### src/rtl/regfile_pkg.sv
// regfile_pkg: shared register-file constants (bus widths, register count, enable levels).
package regfile_pkg;
   localparam int         RegAddrBus  = 5;
   localparam int         RegBus      = 32;
   localparam int         RegNum      = 32;
   localparam logic [31:0] ZeroWord   = 32'h0;
   localparam logic [4:0] NOPRegAddr  = 5'd0;
   localparam logic       WriteEnable = 1'b1;
   localparam logic       ReadEnable  = 1'b1;
endpackage

### src/rtl/regfile_if.sv
// regfile_if: writeback, two read ports and load-scoreboard controls of the register file.
interface regfile_if #(parameter int AW = 5, parameter int DW = 32) ();
   logic          we;
   logic [AW-1:0] waddr;
   logic [DW-1:0] wdata;
   logic          re1;
   logic [AW-1:0] raddr1;
   logic [DW-1:0] rdata1;
   logic          busy1;
   logic          re2;
   logic [AW-1:0] raddr2;
   logic [DW-1:0] rdata2;
   logic          busy2;
   logic          set_busy;
   logic [AW-1:0] set_addr;
   logic          flush;
   modport master (output we, waddr, wdata, re1, raddr1, re2, raddr2, set_busy, set_addr, flush,
                   input rdata1, busy1, rdata2, busy2);
   modport slave  (input we, waddr, wdata, re1, raddr1, re2, raddr2, set_busy, set_addr, flush,
                   output rdata1, busy1, rdata2, busy2);
endinterface

### src/rtl/regfile_scoreboard.sv
// regfile_scoreboard: one pending-load bit per register; a younger load's set beats a
// same-cycle writeback clear, and flush beats both.
module regfile_scoreboard #(
   parameter int REG_NUM = 32,
   parameter int REG_AW  = 5
) (
   input  logic              clk,
   input  logic              rst,
   input  logic              wr_i,
   input  logic [REG_AW-1:0] waddr_i,
   input  logic              set_busy_i,
   input  logic [REG_AW-1:0] set_addr_i,
   input  logic              flush_i,
   input  logic              re1_i,
   input  logic [REG_AW-1:0] raddr1_i,
   input  logic              byp1_i,
   input  logic              re2_i,
   input  logic [REG_AW-1:0] raddr2_i,
   input  logic              byp2_i,
   output logic              busy1_o,
   output logic              busy2_o
);
   logic [REG_NUM-1:0] busy_q, busy_d;
   always_comb begin
      busy_d = '0;
      for (int i = 1; i < REG_NUM; i++)
         busy_d[i] = flush_i ? 1'b0 :
                     (set_busy_i && set_addr_i == REG_AW'(i)) ? 1'b1 :
                     (wr_i && waddr_i == REG_AW'(i)) ? 1'b0 : busy_q[i];
   end
   always_ff @(posedge clk or negedge rst)
      if (!rst) busy_q <= '0;
      else busy_q <= busy_d;
   assign busy1_o = re1_i && busy_q[raddr1_i] && !byp1_i;
   assign busy2_o = re2_i && busy_q[raddr2_i] && !byp2_i;
endmodule

### src/rtl/regfile.sv
// regfile: 2-read/1-write register file with x0 hardwired to zero, write-to-read bypass
// and a pending-load scoreboard.
module regfile
   import regfile_pkg::*;
#(
   parameter int REG_NUM = RegNum,
   parameter int REG_AW  = RegAddrBus,
   parameter int REG_DW  = RegBus
) (
   input logic      clk,
   input logic      rst,
   regfile_if.slave bus
);
   logic [REG_DW-1:0] regs_q [1:REG_NUM-1];
   logic [REG_DW-1:0] regs_d [1:REG_NUM-1];
   logic wr, byp1, byp2;
   assign wr   = bus.we == WriteEnable && bus.waddr != '0;
   assign byp1 = wr && bus.re1 == ReadEnable && bus.raddr1 == bus.waddr;
   assign byp2 = wr && bus.re2 == ReadEnable && bus.raddr2 == bus.waddr;
   always_comb begin
      regs_d = regs_q;
      if (wr) regs_d[bus.waddr] = bus.wdata;
   end
   always_ff @(posedge clk or negedge rst)
      if (!rst) for (int i = 1; i < REG_NUM; i++) regs_q[i] <= '0;
      else regs_q <= regs_d;
   // rst gates the bypass path too, so outputs are quiet throughout reset
   assign bus.rdata1 = (!rst || !bus.re1 || bus.raddr1 == '0) ? '0 :
                       byp1 ? bus.wdata : regs_q[bus.raddr1];
   assign bus.rdata2 = (!rst || !bus.re2 || bus.raddr2 == '0) ? '0 :
                       byp2 ? bus.wdata : regs_q[bus.raddr2];
   regfile_scoreboard #(.REG_NUM(REG_NUM), .REG_AW(REG_AW)) u_sb (
      .clk       (clk),
      .rst       (rst),
      .wr_i      (wr),
      .waddr_i   (bus.waddr),
      .set_busy_i(bus.set_busy),
      .set_addr_i(bus.set_addr),
      .flush_i   (bus.flush),
      .re1_i     (bus.re1),
      .raddr1_i  (bus.raddr1),
      .byp1_i    (byp1),
      .re2_i     (bus.re2),
      .raddr2_i  (bus.raddr2),
      .byp2_i    (byp2),
      .busy1_o   (bus.busy1),
      .busy2_o   (bus.busy2)
   );
endmodule

### src/flat_wrapper.sv
// flat-port wrapper written by rule: the top's interface ports become plain ports
module regfile_flat import regfile_pkg::*;
#(
   parameter int REG_NUM = RegNum,
   parameter int REG_AW  = RegAddrBus,
   parameter int REG_DW  = RegBus
)
  (clk, rst, bus_we, bus_waddr, bus_wdata, bus_re1, bus_raddr1, bus_re2, bus_raddr2, bus_set_busy, bus_set_addr, bus_flush, bus_rdata1, bus_busy1, bus_rdata2, bus_busy2);
  regfile_if #(.AW(5), .DW(32)) bus_i ();
  input logic clk;
  input logic rst;
  input wire logic [$bits(bus_i.we)-1:0] bus_we;
  input wire logic [$bits(bus_i.waddr)-1:0] bus_waddr;
  input wire logic [$bits(bus_i.wdata)-1:0] bus_wdata;
  input wire logic [$bits(bus_i.re1)-1:0] bus_re1;
  input wire logic [$bits(bus_i.raddr1)-1:0] bus_raddr1;
  input wire logic [$bits(bus_i.re2)-1:0] bus_re2;
  input wire logic [$bits(bus_i.raddr2)-1:0] bus_raddr2;
  input wire logic [$bits(bus_i.set_busy)-1:0] bus_set_busy;
  input wire logic [$bits(bus_i.set_addr)-1:0] bus_set_addr;
  input wire logic [$bits(bus_i.flush)-1:0] bus_flush;
  output wire logic [$bits(bus_i.rdata1)-1:0] bus_rdata1;
  output wire logic [$bits(bus_i.busy1)-1:0] bus_busy1;
  output wire logic [$bits(bus_i.rdata2)-1:0] bus_rdata2;
  output wire logic [$bits(bus_i.busy2)-1:0] bus_busy2;
  assign bus_i.we = bus_we;
  assign bus_i.waddr = bus_waddr;
  assign bus_i.wdata = bus_wdata;
  assign bus_i.re1 = bus_re1;
  assign bus_i.raddr1 = bus_raddr1;
  assign bus_i.re2 = bus_re2;
  assign bus_i.raddr2 = bus_raddr2;
  assign bus_i.set_busy = bus_set_busy;
  assign bus_i.set_addr = bus_set_addr;
  assign bus_i.flush = bus_flush;
  assign bus_rdata1 = bus_i.rdata1;
  assign bus_busy1 = bus_i.busy1;
  assign bus_rdata2 = bus_i.rdata2;
  assign bus_busy2 = bus_i.busy2;
  regfile #(.REG_NUM(REG_NUM), .REG_AW(REG_AW), .REG_DW(REG_DW)) u_core (.clk(clk), .rst(rst), .bus(bus_i));
endmodule
### config.mk
export PLATFORM = sky130hd
export DESIGN_NAME = regfile_flat
export DESIGN_NICKNAME = d
export VERILOG_FILES = /design/src/rtl/regfile_pkg.sv /design/src/rtl/regfile_if.sv /design/src/rtl/regfile_scoreboard.sv /design/src/rtl/regfile.sv /design/src/flat_wrapper.sv
export SDC_FILE = /design/constraint.sdc
export NUM_CORES = 2
export LEC_CHECK = 0
export CORE_UTILIZATION = 45
export CTS_CLUSTER_SIZE = 10
export DETAILED_ROUTE_END_ITERATION = 16
export MAX_ROUTING_LAYER = met4
export PLACE_DENSITY = 0.74
export SLEW_MARGIN = 20
export SYNTH_ARGS = -nofsm -noshare
export SYNTH_HDL_FRONTEND = slang
export SYNTH_SLANG_ARGS = --single-unit
export TNS_END_PERCENT = 100
### constraint.sdc
create_clock -name clk -period 3.6 [get_ports clk]
set_input_delay 0.9 -clock clk [delete_from_list [all_inputs] [get_ports clk]]
set_output_delay 0.9 -clock clk [all_outputs]
set_load 0.01 [all_outputs]
==> results.md <==
* Antenna-violating nets left at 0
* Worst setup path start: bus_raddr1[1]
* Crit end category: output pin
* Vias after detailed routing at 41,330
* Critical Path Most Common Cell: a221o_1
* Post-synth EDFFs at 0
* PwrDens at 492.1 nW/µm²
* Primary FF master, synth: dfrtp_1
* Critical-path cell list: buf_16, buf_4, buf_12, buf_8, mux4_2, nor2b_1, nor3_1, a221o_1, a221o_1, buf_2
* Max-cap check violation count at 0
* Reg area at 25,600 µm²
* Drt first pass iters at 8
* Clock Tree Buf Depth at 3
* Multi-input combinational cell area at 29,610 µm²
* Clock transition at path regs at approximately 50 ps
* Setup violations, final at 57
* Post-Synthesis Cell Area at 55,690 µm²
* Max frequency at between 0.2 and 0.3 GHz
* Die width at between 300 and 400 µm
* # DRC at 0
* Worst slack, placed at -1239 ps
* Fillers at 8,971
* Clock latency at the later pin of the worst-skew pair at approximately 700 ps
* Drt total wl at 197,700 µm
* Syn nets at around 4,000
* RSZ-0062 raised after global routing: yes
* Worst Clk Skew at 0 ps
* Pint at about 25 mW
* Fin nets at approximately 4,500
* RD Place Congestion at around 0.93
* Placed inst area at 62,630 µm²
* Largest net degree at the start of global routing at 169
* CTS H-tree lvls at 3
* WHS at 241.6 ps
* Leading area contributor after synthesis: dfrtp_1
* FFs w/ async S/R, synth at 1.000
* Critical Path RT at 2700 ps
* R2R depth at 2
* Slew headroom at 0.3305
* Unique masters post-synth at 53
* Iteration-0 DRC count of the detailed router at 5,294
* CP Max Fanout at 16
* IO Pins at ~130
* Die height at 353.8 µm
* CP max stage cell: a221o_1
* Routed len/inst at 32.25 µm
* Switching share of power at 0.2880
* Final hold vios at 0
* CP Buf/Inv Count at 5
* Syn avg cell area at 14.19 µm²
* Initial Util at 0.4558
* Final WS setup at -294.1 ps
* Max IR drop VDD at 0.3981 mV
* Synth top area cells: dfrtp_1, mux2_2, mux4_2, nand2_1, clkbuf_1
* Area share of the largest cell type after synthesis at 0.4597
* Syn Inst Count at 3,925
* Cts hold-fix bufs at 0
* CTS Sinks at about 1,000
* TritonCTS Buffers at 116
* Period utilisation layout at 1.082
* Failing checks: setup timing
* Fin util at 0.5752
* Synth Register Bits at 1,023
* Sw Pwr at approximately 10 mW
* Critical Path Start Type: input port
* Final Cell Area at 70,280 µm²
* Measured slew at the worst slew-check pin at 1004 ps
* Min cycle time layout at 3894 ps
* Critical path data arrival time at 2990 ps
* Clock power share at 0.310
* Port Buf Inserts at 124
* Crit path depth at 10
* Total GRT Usage at 0.3180
* Worst path max stage delay at 370 ps
* Crit Path Category: in2out
* Post-synthesis sequential area ratio at 0.4597
* Slew Viols, Final at 0
* CTS tree: yes
* Via density at 6.740
* Synth warnings at 0
* Status: complete, but fails checks
* Global-route wire length before repair at 285,100 µm
* Crit path max-delay family: buffers and inverters
* Worst Hold Class: in2async
* Combinational Power Share at 0.244
* Area grow syn2layout at 26.20%
* Core Footprint at 122,200 µm²
* Row count at 128
* Worst R2R Start: u_core.regs_q[223]$_DFFE_PN0P_
* Reg power frac at 0.446
* Number of global-route vias before repair at 41,700
* Die area at 125,200 µm²
* Dpl hpwl at 120,600 µm
* Initial antenna violation count at 6
* Layout cells sized above 1 at 0.6010
* Total grt overflow at 0
* Leak Pwr at 31.06 nW
* Root Buffer: clkbuf_16
-- cell usage after synthesis (all sizes together) (2+ instances only) --
library cell / n
a311oi: 2
inv: 5
nand2b: 7
mux2i: 38
o31ai: 2
dfrtp: 1023
nor3b: 2
nor2: 68
a221oi: 62
or2: 2
o211a: 31
nand3: 70
nor3: 66
nand4: 4
and3: 2
a221o: 63
mux4: 463
clkbuf: 263
nor4: 4
buf: 161
a22oi: 15
mux2: 1095
xor2: 10
o22ai: 31
clkinv: 2
a21oi: 22
nand2: 288
and2: 5
o211ai: 32
o21ai: 17
a211oi: 5
nand4b: 2
nor2b: 49
-- final timing paths --
| check | to | slack, ps |
|---|---|---|
| worst max-delay path | bus_rdata1[3] | -290 |
| worst min-delay path | u_core.regs_q[534]$_DFFE_PN0P_ | 240 |
| worst max register to register | u_core.regs_q[223]$_DFFE_PN0P_ | 2700 |
| worst min register to register | u_core.regs_q[801]$_DFFE_PN0P_ | 520 |
| max in group asynchronous | u_core.regs_q[428]$_DFFE_PN0P_ | 1120 |
| min in group clk | u_core.regs_q[801]$_DFFE_PN0P_ | 520 |
-- repair_timing --
| action | CTS | global route |
|---|---|---|
| gates cloned | 23 | 12 |
| pin swaps | 96 | 136 |
| gates resized for setup | 543 | 221 |
| endpoints found under the setup margin | 66 | 66 |
| setup buffers | 109 | 109 |
-- worst reg2reg max path: stages, from the launching register on --
cell	delay, ps
dfrtp_1	390
buf_4	140
mux2_2	250
-- cells by family after synthesis --
family,synth area share
compound gates,0.04314
mux,0.4155
flops,0.4597
simple gates,0.04545
buf+inv,0.03471
xor+xnor,0.001573
-- cells in the final DEF (no fill, tap or decap), drive strengths merged, types with 38 or more instances in the layout --
| master | instances |
|---|---|
| dfrtp | 1023 |
| mux2 | 1095 |
| nor2 | 68 |
| buf | 785 |
| a221oi | 62 |
| nor2b | 49 |
| mux2i | 38 |
| nor3 | 66 |
| clkbuf | 156 |
| a221o | 63 |
| clkdlybuf4s50 | 39 |
| nand3 | 70 |
| nand2 | 288 |
| mux4 | 463 |
-- power groups by stage --
stage | Sequential [mW] | Clock, mW | Combinational [mW]
CTS | 15.3 | 10.8 | 7.98
global route | 15.7 | 11.2 | 8.84
finish | 15.4 | 10.7 | 8.44
floorplan | 14.9 | 0 | 5.28
global placement | 15.2 | 0 | 7.32
detailed placement | 15.4 | 0 | 7.51
-- sequential cells by signal, summed over array words and instances (netlist names) --
| register | flops |
|---|---|
| u_core.regs_q | 992 |
| u_core.u_sb.busy_q | 31 |
-- area by class of cell --
class	instances	area share
multi-input combinational	2471	0.4213
clock inverter	11	0.001923
sequential	1023	0.3642
antenna	8	0.0002848
inverter	7	0.0004273
clock buffer	141	0.04379
tap	1625	0.02893
timing repair buffer	846	0.1391
-- metrics by stage --
stage / instances / setup TNS [ps] / total power, mW
2_1_floorplan: 3925 / 0 / 20.14
3_3_place_gp: 5745 / -72460 / 22.56
3_5_place_dp: 5745 / -69510 / 22.93
4_1_cts: 6022 / -7005 / 34.01
5_1_grt: 6127 / -9622 / 35.74
6_report: 6132 / -7704 / 34.59
-- routing by layer --
metal	global-route usage	vias to the layer above	routed length, µm
li1	-	16120	-
met1	0.4087	21700	73170
met2	0.4657	2791	89170
met3	0.08428	715	22760
met4	0.1587	0	12640
met5	-	-	0
No activity file was read; power rests on OpenSTA's default activity.
